--- src/rtl/fp_pkg.sv ---
// Shared FP32 field constants and types for the float-to-int path.
// Used by the conversion core and the pipeline wrapper.
package fp_pkg;

   localparam int EXP_BIAS = 127;
   localparam int EXP_W    = 8;
   localparam int MAN_W    = 23;

   typedef enum logic {
      RM_RTZ = 1'b0,
      RM_RNE = 1'b1
   } rmode_e;

   typedef struct packed {
      logic invalid;
      logic overflow;
      logic inexact;
   } fp2int_flags_t;

endpackage

--- src/rtl/fp2int_core.sv ---
// Combinational FP32 -> integer conversion: unpack, align, round,
// range-check on the magnitude, then negate or saturate.
module fp2int_core
   import fp_pkg::*;
#(
   parameter int OUT_W = 32
) (
   input  logic [31:0]      data,
   input  rmode_e           rmode,
   input  logic             sgn,
   output logic [OUT_W-1:0] result,
   output fp2int_flags_t    flags
);

   localparam int DW = OUT_W + 25;
   localparam int MW = MAN_W + 1;
   localparam int TW = MW + 25;

   localparam logic [DW-1:0] ONE  = DW'(1);
   localparam logic [DW-1:0] SPOS = (ONE << (OUT_W - 1)) - ONE;
   localparam logic [DW-1:0] SNEG = ONE << (OUT_W - 1);
   localparam logic [DW-1:0] UMAX = (ONE << OUT_W) - ONE;

   // Exponent at which the mantissa LSB has weight 1.
   localparam logic [EXP_W-1:0] POINT  = EXP_W'(EXP_BIAS + MAN_W);
   localparam logic [EXP_W-1:0] LCLAMP = EXP_W'(OUT_W + 1);
   localparam logic [EXP_W-1:0] RCLAMP = EXP_W'(25);

   logic                 s;
   logic [EXP_W-1:0]     e;
   logic [MAN_W-1:0]     f;
   logic                 is_nan;
   logic                 is_inf;
   logic [EXP_W-1:0]     e_eff;
   logic [EXP_W-1:0]     lsh;
   logic [EXP_W-1:0]     rsh;
   logic [MW-1:0]        m;
   logic [TW-1:0]        t;
   logic [DW-1:0]        mag;
   logic [DW-1:0]        rnd;
   logic [OUT_W-1:0]     lo;
   logic [OUT_W-1:0]     sat;
   logic                 guard;
   logic                 sticky;
   logic                 inc;
   logic                 ovf;

   assign s = data[31];
   assign e = data[30 -: EXP_W];
   assign f = data[MAN_W-1:0];

   always_comb begin
      result = '0;
      flags  = '0;
      is_nan = (e == '1) && (f != '0);
      is_inf = (e == '1) && (f == '0);
      e_eff  = (e == '0) ? EXP_W'(1) : e;
      m      = {e != '0, f};
      lsh    = e_eff - POINT;
      if (lsh > LCLAMP)
         lsh = LCLAMP;
      rsh    = POINT - e_eff;
      if (rsh > RCLAMP)
         rsh = RCLAMP;
      t      = {m, {(TW - MW){1'b0}}} >> rsh;
      if (e_eff >= POINT) begin
         mag    = DW'(m) << lsh;
         guard  = 1'b0;
         sticky = 1'b0;
      end else begin
         mag    = DW'(t[TW-1 -: MW]);
         guard  = t[TW-MW-1];
         sticky = |t[TW-MW-2:0];
      end
      inc = (rmode == RM_RNE) && guard && (sticky || mag[0]);
      rnd = mag + DW'(inc);
      lo  = rnd[OUT_W-1:0];
      // Range is judged on the magnitude so -2^(W-1) stays legal.
      if (sgn) begin
         ovf = s ? (rnd > SNEG) : (rnd > SPOS);
         sat = s ? SNEG[OUT_W-1:0] : SPOS[OUT_W-1:0];
      end else begin
         ovf = s ? (rnd != '0) : (rnd > UMAX);
         sat = s ? '0 : UMAX[OUT_W-1:0];
      end
      if (is_nan) begin
         result        = sgn ? SPOS[OUT_W-1:0] : UMAX[OUT_W-1:0];
         flags.invalid = 1'b1;
      end else if (is_inf || ovf) begin
         result         = sat;
         flags.overflow = 1'b1;
      end else begin
         result        = (s && sgn) ? -lo : lo;
         flags.inexact = guard | sticky;
      end
   end

endmodule

--- src/rtl/fp2int_pipe.sv ---
// Fixed-latency FP32 -> integer converter: conversion feeds stage 1,
// remaining stages are pure delay; en freezes the whole pipe.
module fp2int_pipe
   import fp_pkg::*;
#(
   parameter int LATENCY = 6,
   parameter int OUT_W   = 32
) (
   input  logic             clock,
   input  logic             reset,
   input  logic             en,
   input  logic             in_valid,
   input  logic [31:0]      in_data,
   input  logic             in_rmode,
   input  logic             in_signed,
   output logic             out_valid,
   output logic [OUT_W-1:0] out_data,
   output logic [2:0]       out_flags
);

   logic [OUT_W-1:0] res;
   fp2int_flags_t    flg;

   logic             vld [LATENCY];
   logic [OUT_W-1:0] dat [LATENCY];
   fp2int_flags_t    fl  [LATENCY];

   fp2int_core #(
      .OUT_W (OUT_W)
   ) u_core (
      .data   (in_data),
      .rmode  (rmode_e'(in_rmode)),
      .sgn    (in_signed),
      .result (res),
      .flags  (flg)
   );

   always_ff @(posedge clock) begin
      if (reset) begin
         for (int i = 0; i < LATENCY; i++) begin
            vld[i] <= 1'b0;
            dat[i] <= '0;
            fl[i]  <= '0;
         end
      end else if (en) begin
         vld[0] <= in_valid;
         dat[0] <= res;
         fl[0]  <= flg;
         for (int i = 1; i < LATENCY; i++) begin
            vld[i] <= vld[i-1];
            dat[i] <= dat[i-1];
            fl[i]  <= fl[i-1];
         end
      end
   end

   assign out_valid = vld[LATENCY-1];
   assign out_data  = dat[LATENCY-1];
   assign out_flags = fl[LATENCY-1];

endmodule

--- config.mk ---
export PLATFORM = sky130hd
export DESIGN_NAME = fp2int_pipe
export DESIGN_NICKNAME = d
export VERILOG_FILES = /design/src/rtl/fp_pkg.sv /design/src/rtl/fp2int_core.sv /design/src/rtl/fp2int_pipe.sv
export SDC_FILE = /design/constraint.sdc
export NUM_CORES = 1
export LEC_CHECK = 0
export ABC_AREA = 1
export BUFFER_PORTS_ARGS = -buffer_cell sky130_fd_sc_hd__buf_2
export CORE_ASPECT_RATIO = 0.75
export CORE_UTILIZATION = 40
export CTS_CLUSTER_DIAMETER = 200
export DETAILED_ROUTE_END_ITERATION = 7
export HOLD_SLACK_MARGIN = 0.03
export SLEW_MARGIN = 30
export SYNTH_ARGS = -nofsm -noshare
export SYNTH_HDL_FRONTEND = slang
export SYNTH_HIERARCHICAL = 1
export SYNTH_SLANG_ARGS = --single-unit
--- constraint.sdc ---
create_clock -name clock -period 7.3 [get_ports clock]
set_input_delay 0.365 -clock clock [delete_from_list [all_inputs] [get_ports clock]]
set_output_delay 0.365 -clock clock [all_outputs]
set_load 0.02 [all_outputs]
======== Word-level counts from Yosys, hierarchy flattened ========
Memory sizes are Yosys's and may differ from the RTL's.
Cells that the tools add are included.
cells by class
  reduce and logical (&&, ||, !) cells .... 13
  muxes and demuxes ....................... 43
  shift-type cells ........................ 2
  equal/unequal tests ..................... 1
  bitwise operators ....................... 19
  order comparisons ....................... 6
  add/sub/neg operators ................... 4
operators by type and width
  kind                                                             count
  2-to-1 mux 32 bit                                                13
  greater-than comparator 57 x 32 -> 1 bit, second input constant  2
  adder 57 x 1 -> 57 bit                                           1
  greater-than comparator 57 x 31 -> 1 bit, second input constant  1
  2-to-1 mux 57 bit                                                1
  nonzero test 57 bit                                              1
  left shift 24 x 8 -> 57 bit                                      1
  >> shifter 49 x 8 -> 49 bit                                      1
  negation 32 bit                                                  1
  2-to-1 mux 8 bit                                                 3
  OR reduction 24 bit                                              1
  zero test 23 bit                                                 1
  nonzero test 23 bit                                              1
  2-to-1 mux 1 bit                                                 19
  OR 1 bit                                                         19
  2-to-1 mux 3 bit                                                 6
  equality test 8 bit, second input constant                       1
  >= comparator 8 bit, second input constant                       1
  greater-than comparator 8 x 5 -> 1 bit, second input constant    1
  greater-than comparator 8 x 6 -> 1 bit, second input constant    1
  zero test 8 bit                                                  1
  nonzero test 8 bit                                               1
  subtractor 8 bit, first input constant                           1
  subtractor 8 bit, second input constant                          1
  other kinds (3)                                                  8
word-level totals
  input bits .............................. 38
  logic and storage cells ................. 91
  flip-flop bits (word level) ............. 0
  memories kept ........................... 3
  RAM bits ................................ 216
  output and inout port bits .............. 36
memory list
  memory  depth  width  read ports  clocked after memory_dff  wr ports  RTL line           text
  dat     6      32     6           0                         6         fp2int_pipe.sv:25  logic [OUT_W-1:0] dat [LATENCY];
  fl      6      3      6           0                         6         fp2int_pipe.sv:26  fp2int_flags_t fl [LATENCY];
  vld     6      1      6           0                         6         fp2int_pipe.sv:24  logic vld [LATENCY];

======== Depth between registers and ports, before layout ========
Gate-level depths: netlist (run 1).
  depth in word-level cells ............... 18
  mapped depth ............................ 45
  depth with buffers taken out ............ 42

======== Hierarchy ========
Netlist (run 1), hierarchy kept.
modules (own cells, without submodules)
  module       area each (sq um)  times used  sequential area each (sq um)  cells an instance
  fp2int_pipe  8557.0             1           6486.2                        709
  fp2int_core  7422.1             1           0.0                           1583

======== Worst setup path before layout (run 1) ========
No wires, ideal clock.
  path type ............................... input port to flip-flop
  start point ............................. in in_data[24]
  end point ............................... mem dat[0][10], data pin
  setup slack ............................. 2.664 ns
  path buffers ............................ 4
  cell stages on the path ................. 33
  arrival time ............................ 4.381 ns
  setup time .............................. 0.256 ns
  data required time ...................... 7.044 ns
  cell sequence ........................... buf_6 clkbuf_1 ha_1 o21ai_1 nand2_1 xor2_1 nor2_4 nand2_1 nor2_1 clkbuf_1 nor2_1 nand2_1 nor2_1 o21bai_1 nor2_1 nor2_4 ha_1 inv_1 ha_1 inv_1 nor2_1 nand3_1 nor2_1 nand2_1 inv_1 nand3_1 nand2_1 nand3_2 o211ai_2 buf_6 nand3_1 inv_1 nor2_1
RTL lines
  what         RTL line           text
  from (decl)  fp2int_pipe.sv:13  input logic [31:0] in_data,
  to (decl)    fp2int_pipe.sv:25

==> results of run 1 <==
[layer usage]
| metal | track usage [%] | wire length, um | vias up |
|---|---|---|---|
| met5 | 0 | 0 | - |
| met4 | 3.377 | 629 | 0 |
| met3 | 4.341 | 4277 | 47 |
| met2 | 32.09 | 18570 | 575 |
| met1 | 37.84 | 24250 | 6776 |
| li1 | - | - | 7362 |
[Yosys cell counts (all sizes together)]
| master | n | area share, % |
|---|---|---|
| a21oi | 15 | 0.49 |
| o31ai | 1 | 0.047 |
| or3 | 3 | 0.12 |
| nor3b | 1 | 0.047 |
| o21a | 2 | 0.094 |
| xnor2 | 2 | 0.11 |
| nor2 | 347 | 8.8 |
| ha | 9 | 0.70 |
| clkbuf | 39 | 0.92 |
| inv | 354 | 8.3 |
| nor4b | 1 | 0.055 |
| a211o | 1 | 0.055 |
| clkinv | 2 | 0.047 |
| xor2 | 3 | 0.16 |
| o21bai | 5 | 0.23 |
| nor3 | 11 | 0.34 |
| nor4 | 6 | 0.23 |
| nand2 | 561 | 14 |
| a22o | 1 | 0.055 |
| a311oi | 1 | 0.055 |
| o21ai | 89 | 2.9 |
| and3 | 1 | 0.039 |
| buf | 107 | 4.7 |
| or2 | 8 | 0.31 |
| nand4 | 74 | 2.9 |
| mux2i | 1 | 0.063 |
| a31oi | 4 | 0.16 |
| edfxtp | 216 | 41 |
| nand3 | 414 | 13 |
| o211ai | 10 | 0.50 |
| nand3b | 3 | 0.14 |
[registers in the layout, indices dropped and copies added (netlist names)]
name  count
dat     192
fl       18
vld       6
[final cells by class]
| class | count | area, um^2 | area share (%) |
|---|---|---|---|
| multi-input cells | 1574 | 7276 | 42.63 |
| clock inverters | 15 | 143.9 | 0.8430 |
| clock buffers | 24 | 558.0 | 3.270 |
| inverters | 356 | 1336 | 7.829 |
| well taps | 520 | 650.6 | 3.812 |
| repair buffers | 100 | 616.8 | 3.614 |
| flip-flops and latches | 216 | 6486 | 38.00 |
[worst register-to-register path, stage by stage (launching register included)]
cell                       delay (ns)
sky130_fd_sc_hd__edfxtp_1        0.50
sky130_fd_sc_hd__inv_1           0.10
sky130_fd_sc_hd__nor2_1          0.05
[where the power goes]
part | internal, uW | total (uW) | switching, uW
Clock | 628 | 1080 | 456
Sequential | 1450 | 1470 | 21.4
Combinational | 223 | 820 | 597
Total | 2300 | 3370 | 1070
[worst paths after layout]
check,depth (start not counted),slack (ns),to
worst min-delay path,3,0.21,vld[0][0]$_SDFFCE_PN0P_
worst min register to register,2,0.52,dat[0][105]$_SDFFCE_PN0P_
worst max-delay path,35,1.38,dat[0][5]$_SDFFCE_PN0P_
worst max register to register,2,6.39,dat[0][62]$_SDFFCE_PN0P_
[cell families after synthesis]
kind of cell    after synthesis  synth area share [%]
compound gates              129                 4.549
mux                           1               0.06264
buf+inv                     502                 14.00
flops                       216                 40.59
fa+ha+maj                     9                0.7047
simple gates               1430                 39.82
xor+xnor                      5                0.2741
[through the flow]
stage	setup slack [ns]	utilization (%)	hold slack [ns]	total power, uW	instance area (um^2)
floorplan	2.664	-	0.5191	2087	15980
global placement	1.178	41.44	0.5215	2295	16330
detailed placement	1.088	41.44	0.5300	2297	16330
CTS	1.597	43.23	0.1928	3391	17040
global route	0.8368	43.30	0.2094	3563	17070
finish	1.377	43.30	0.2109	3374	17070
==> impl_metrics.json, run 1 <==
{
  "worst_path_dominant_cell_family": "simple AND/OR/NAND/NOR gates",
  "htree_num_levels": 1,
  "final.setup.tns_ns": 0,
  "ys_seq_area_share_pct": 40.59,
  "final_nets": 2317,
  "gp_routability_congestion": 0.9617,
  "syn-instance-count": 2292,
  "aggregate_global_route_resource_usage_pct": 23.40,
  "cts.repair.resized": 0,
  "worst_setup_path_end_kind": "flip-flop",
  "timing.final.crit_period_ns": 5.923,
  "design.core.area_um2": 39410,
  "number_of_fill_cells": 4084,
  "dieArea_um2": 40760,
  "clock_skew_ns": 0.02644,
  "dp.cells": 2765,
  "setup_viol_count_final": 0,
  "drt_pre_antenna_iters": 6,
  "timing_max_transition_violations_final": 0,
  "worst-endpoint-arrival_ns": 6.13,
  "top_library_cells_by_usage_in_the_layout_fill_and_taps_aside": "sky130_fd_sc_hd__nand2_1 (539), sky130_fd_sc_hd__nand3_1 (405), sky130_fd_sc_hd__inv_1 (340)",
  "mappedNetlistArea_um2": 15980,
  "rr_startpoint": "dat[0][30]$_SDFFCE_PN0P_",
  "grt_antenna_before_repair": 0,
  "cts-buffers-inserted": 22,
  "wl_um": 47720,
  "grt_overflow_total": 0,
  "postSynthRegisterBits": 216,
  "clkLatencyLatePin_ns": 0.50,
  "fin_crit_sh_pct": 81.14,
  "number_of_antenna_cells_inserted": 0,
  "core.rowCount": 63,
  "hold_violations": 0,
  "die_width_um": 232.8,
  "crit_path_class": "input port to flip-flop",
  "cp_slowest_stage_delay_ns": 0.58,
  "grt_first_pass_wirelength_um": 75060,
  "p_leak_uw": 0.007936,
  "cts.repair_timing.setup_buffer_count": 0,
  "dpl.hpwl_um": 35550,
  "critical_path.max_fanout": 45,
  "cts_hold_buf": 0,
  "slew_headroom_pct": 41.39,
  "tritoncts": "built",
  "max-clock-path-buffers": 3,
  "crit_path_start": "in_data[28]",
  "fmaxAchievable_ghz": 0.1688,
  "critical_path.startpoint_type": "input port",
  "synthesis.area_per_instance_um2": 6.972,
  "ys.warnings.count": 6,
  "drt_iter0_markers": 1987,
  "viasPerCell": 5.262,
  "avgRoutedWirePerCell_um": 17.01,
  "rsz_0062_raised_after_global_routing": "no",
  "hold_class": "input port to flip-flop",
  "fp.dieH_um": 175.1,
  "timing_worst_slew_pin_value_ns": 0.8699,
  "synth.lib_cells_used.distinct": 46,
  "route.vias.total": 14760,
  "ios": 74,
  "critical-path-slowest-cell": "sky130_fd_sc_hd__inv_2",
  "post_layout_nonfiller_instances": 2805,
  "worstPathRequired_ns": 7.51,
  "ctsRootBufferMaster": "sky130_fd_sc_hd__clkbuf_16",
  "timing.critical_path.buf_inv": 4,
  "mostFrequentLayoutCell": "sky130_fd_sc_hd__nand2_1",
  "clk_transition_reported_paths_ns": 0.06,
  "min-delay-start": "in_valid",
  "ant_nets": 0,
  "first_global_vias": 13230,
  "areaGrowthSynthToFinish_pct": 6.812,
  "cts_sink_cnt": 216,
  "start_util_pct": 40.54,
  "power_per_cell_area_nw_per_um2": 197.7,
  "cap_viol_max_count": 0,
  "status": "finished clean",
  "critPathMostFrequentCell": "sky130_fd_sc_hd__nand2_1",
  "final_layout_size_suffix_gt1_share_pct": 9.147,
  "grt_max_degree": 185,
  "drcViolationCount": 0,
  "portBuffers": 73,
  "vdd.ir_drop.worst_mv": 0.1338,
  "postSynthNetCount": 2339
}
(Power assumes the default switching activity.)
==> run 2: changes to the inputs <==
--- a/config.mk
+++ b/config.mk
@@ -5,7 +5,7 @@
 export SDC_FILE = /design/constraint.sdc
 export NUM_CORES = 1
 export LEC_CHECK = 0
-export ABC_AREA = 1
+export ABC_AREA = 0
 export BUFFER_PORTS_ARGS = -buffer_cell sky130_fd_sc_hd__buf_2
 export CORE_ASPECT_RATIO = 0.75
 export CORE_UTILIZATION = 40
==> constraint.sdc (replaced) <==
create_clock -name clock -period 5 [get_ports clock]
set_input_delay 0.25 -clock clock [delete_from_list [all_inputs] [get_ports clock]]
set_output_delay 0.25 -clock clock [all_outputs]
set_load 0.02 [all_outputs]
==> run 2 against run 1 <==
Effect of this change:
- the run now ends with negative setup slack left
- clock skew shrank 0.0091 ns
- synthesized area is 5.9% higher
- largest power group is now combinational logic
- worst setup slack worse by 1.9 ns
- clock-buffer cell count grew 2
- power increased by 72%
==> impl_metrics.json, run 2 <==
{
  "worst-endpoint-arrival_ns": 5.77,
  "violations": "negative setup slack",
  "clkLatencyLatePin_ns": 0.50,
  "dpl.hpwl_um": 55640,
  "critPathMostFrequentCell": "sky130_fd_sc_hd__buf_4",
  "areaGrowthSynthToFinish_pct": 36.71,
  "mappedNetlistArea_um2": 16920,
  "grt_first_pass_wirelength_um": 106400,
  "avgRoutedWirePerCell_um": 25.66,
  "timing.final.crit_period_ns": 5.521,
  "fin_crit_sh_pct": 110.4,
  "clock_skew_ns": 0.01738,
  "synth.lib_cells_used.distinct": 100,
  "final.setup.worst_slack_ns": -0.5214,
  "hold_class": "input port to flip-flop",
  "design.core.area_um2": 41240,
  "die_width_um": 239.5,
  "clk_transition_reported_paths_ns": 0.06,
  "ys.warnings.count": 6,
  "final_nets": 2298,
  "timing_max_transition_violations_final": 0,
  "fp.dieH_um": 180.1,
  "post_layout_nonfiller_instances": 2822,
  "drcViolationCount": 0,
  "max_flop_register": "dat",
  "cts_sink_cnt": 216,
  "grt_antenna_before_repair": 1,
  "switching_share_pct": 33.49,
  "synth_top_cells_by_count": "sky130_fd_sc_hd__and3b_1 (217), sky130_fd_sc_hd__edfxtp_1 (216), sky130_fd_sc_hd__nand2_1 (129)",
  "power_per_cell_area_nw_per_um2": 251.3,
  "dieArea_um2": 43130,
  "portBuffers": 73,
  "reg_top3": "dat: 192 flops, fl: 18 flops, vld: 6 flops",
  "timing.critical_path.buf_inv": 10,
  "p_leak_uw": 0.01033,
  "critical-path-slowest-cell": "sky130_fd_sc_hd__a2111oi_2",
  "final_layout_size_suffix_gt1_share_pct": 39.14,
  "post_synth_main_area_contributors": "sky130_fd_sc_hd__edfxtp_1 (38%), sky130_fd_sc_hd__and3b_1 (11%), sky130_fd_sc_hd__nand2_1 (2.9%)",
  "switchingPower_uw": 1947,
  "hold_violations": 0,
  "setup_viol_count_final": 34,
  "worst_path_dominant_cell_family": "compound AO/OA/AOI/OAI gates",
  "cellInternalPower_uw": 3866,
  "htree_num_levels": 1,
  "postSynthRegisterBits": 216,
  "max-clock-path-buffers": 3,
  "first_global_vias": 16160,
  "globalRoute.busiestLayer": "met1",
  "clkPwrFrac_pct": 23.6,
  "yosys_most_used_dff": "sky130_fd_sc_hd__edfxtp_1",
  "route.vias.total": 17250,
  "slew_headroom_pct": 46.49,
  "hold_path_depth": 2,
  "ctsRootBufferMaster": "sky130_fd_sc_hd__clkbuf_16",
  "drt_iter0_markers": 2159,
  "start_util_pct": 41.03,
  "fmaxAchievable_ghz": 0.1811,
  "status": "finished with violations",
  "wl_um": 72410,
  "postSynthNetCount": 1812,
  "cap_viol_max_count": 0,
  "mostFrequentLayoutCell": "sky130_fd_sc_hd__buf_4",
  "grt_overflow_total": 0,
  "cts_hold_buf": 0,
  "combPwrFrac_pct": 39.4,
  "worst_setup_path_end_kind": "flip-flop",
  "crit_cells": 29,
  "ys_seq_area_share_pct": 38.34,
  "gp_routability_congestion": 1.049,
  "largest_register_ffs": 192,
  "synthMostInstantiatedCell": "sky130_fd_sc_hd__and3b_1",
  "vdd.ir_drop.worst_mv": 0.2614,
  "preCtsSetupSlack_ns": -1.434,
  "number_of_antenna_cells_inserted": 0,
  "worstRegToRegCells": 1,
  "synth_top_area_share_pct": 38.34,
  "top_library_cells_by_usage_in_the_layout_fill_and_taps_aside": "sky130_fd_sc_hd__buf_4 (570), sky130_fd_sc_hd__and3b_1 (217), sky130_fd_sc_hd__edfxtp_1 (216)",
  "critical_path.max_fanout": 9,
  "critical_path.startpoint_type": "input port",
  "netlist.top_cell.by_area": "sky130_fd_sc_hd__edfxtp_1",
  "syn-instance-count": 1765,
  "share_seq_of_total_power_pct": 37.0,
  "worstPathRequired_ns": 5.25,
  "core.rowCount": 64,
  "timing_worst_slew_pin_value_ns": 0.7996,
  "cts-buffers-inserted": 19,
  "viasPerCell": 6.113,
  "ios": 74,
  "dp.cells": 2756,
  "crit_path_class": "input port to flip-flop",
  "aggregate_global_route_resource_usage_pct": 32.95,
  "tritoncts": "built",
  "grt_util_met3_pct": 9.115,
  "gr-usage-met2_pct": 44.00,
  "cp_slowest_stage_delay_ns": 0.44,
  "grt_max_degree": 127,
  "rsz_0062_raised_after_global_routing": "yes",
  "drt_pre_antenna_iters": 6,
  "ant_nets": 0,
  "routing_usage_on_met1_pct": 52.43,
  "synth_edf_count": 216,
  "async_set_or_reset_register_ratio_after_synthesis_pct": 0,
  "synthesis.area_per_instance_um2": 9.586
}
-- run 2: cell count changes after synthesis, sizes merged, moves of 24 or more --
cell,change
a21oi,+59
nand2,-432
xnor2,+34
mux2i,+27
a31oi,+26
nand4,-46
nor3,+27
xor2,+25
nand3,-361
inv,-327
and3b,+217
nor2,-237
o31ai,+24
clkbuf,+56
-- run 2: kinds of logic (layout without fill, tap and decap cells) --
kind of cell | after synthesis | after routing | share of synthesized area, %
xor gates and xnor gates | 64 | 64 | 3.313
AOI/OAI and AO/OA | 489 | 489 | 21.04
muxes | 42 | 42 | 2.721
adders and majority gates | 9 | 9 | 0.6656
and+or+nand+nor | 710 | 710 | 26.39
DFF | 216 | 216 | 38.34
buffers and inverters | 235 | 731 | 7.529
-- run 2: final cells by class --
| cell class | instances | area (um^2) |
|---|---|---|
| inverters | 27 | 101.3 |
| fillers | 3664 | 18110 |
| well taps | 561 | 701.9 |
| clock inverters | 5 | 57.56 |
| repair buffers | 673 | 5226 |
| clock buffers | 26 | 501.7 |
| flip-flops and latches | 216 | 6486 |
| multi-input cells | 1314 | 10050 |
-- run 2: timing repair --
action,4_1_cts,5_1_grt
endpoints found under the setup margin,34,34
hold endpoints to repair,0,0
cloned,2,1
gates resized for setup,87,89
pin swaps,15,44
buffers inserted,17,17
-- run 2: worst paths after layout --
kind / from / end / slack [ns]
min: in_valid / vld[0][0]$_SDFFCE_PN0P_ / 0.09
max reg2reg: dat[0][28]$_SDFFCE_PN0P_ / dat[0][60]$_SDFFCE_PN0P_ / 4.07
min reg2reg: dat[0][35]$_SDFFCE_PN0P_ / dat[0][67]$_SDFFCE_PN0P_ / 0.55
max: in_data[25] / dat[0][0]$_SDFFCE_PN0P_ / -0.52
-- run 2: power by group through the flow --
stage	Sequential [uW]	Clock, uW	Combinational, uW
final	2150	1370	2290
after global routing	2160	1470	2400
after CTS	2150	1400	2120
after detailed placement	2190	0	2010
after global placement	2190	0	2020
after floorplan	2180	0	1060
-- run 2: per-layer routing --
metal / wire length, um / up-vias
li1: - / 7834
met1: 35190 / 8461
met2: 28180 / 860
met3: 7888 / 95
met4: 1125 / 2
met5: 13 / -
-- run 2: through the flow --
stage               setup TNS, ns  hold WS [ns]  cell area (um^2)  utilization, %  power [uW]
finish                     -16.31       0.09339             23130           56.09        5813
global route               -20.90       0.09860             23130           56.09        6033
CTS                        -11.48       0.07715             22610           54.81        5674
detailed placement         -47.39        0.5390             21490           52.10        4203
global placement           -46.75        0.5315             21490           52.10        4210
floorplan                  -29.35        0.4828             17270               -        3243
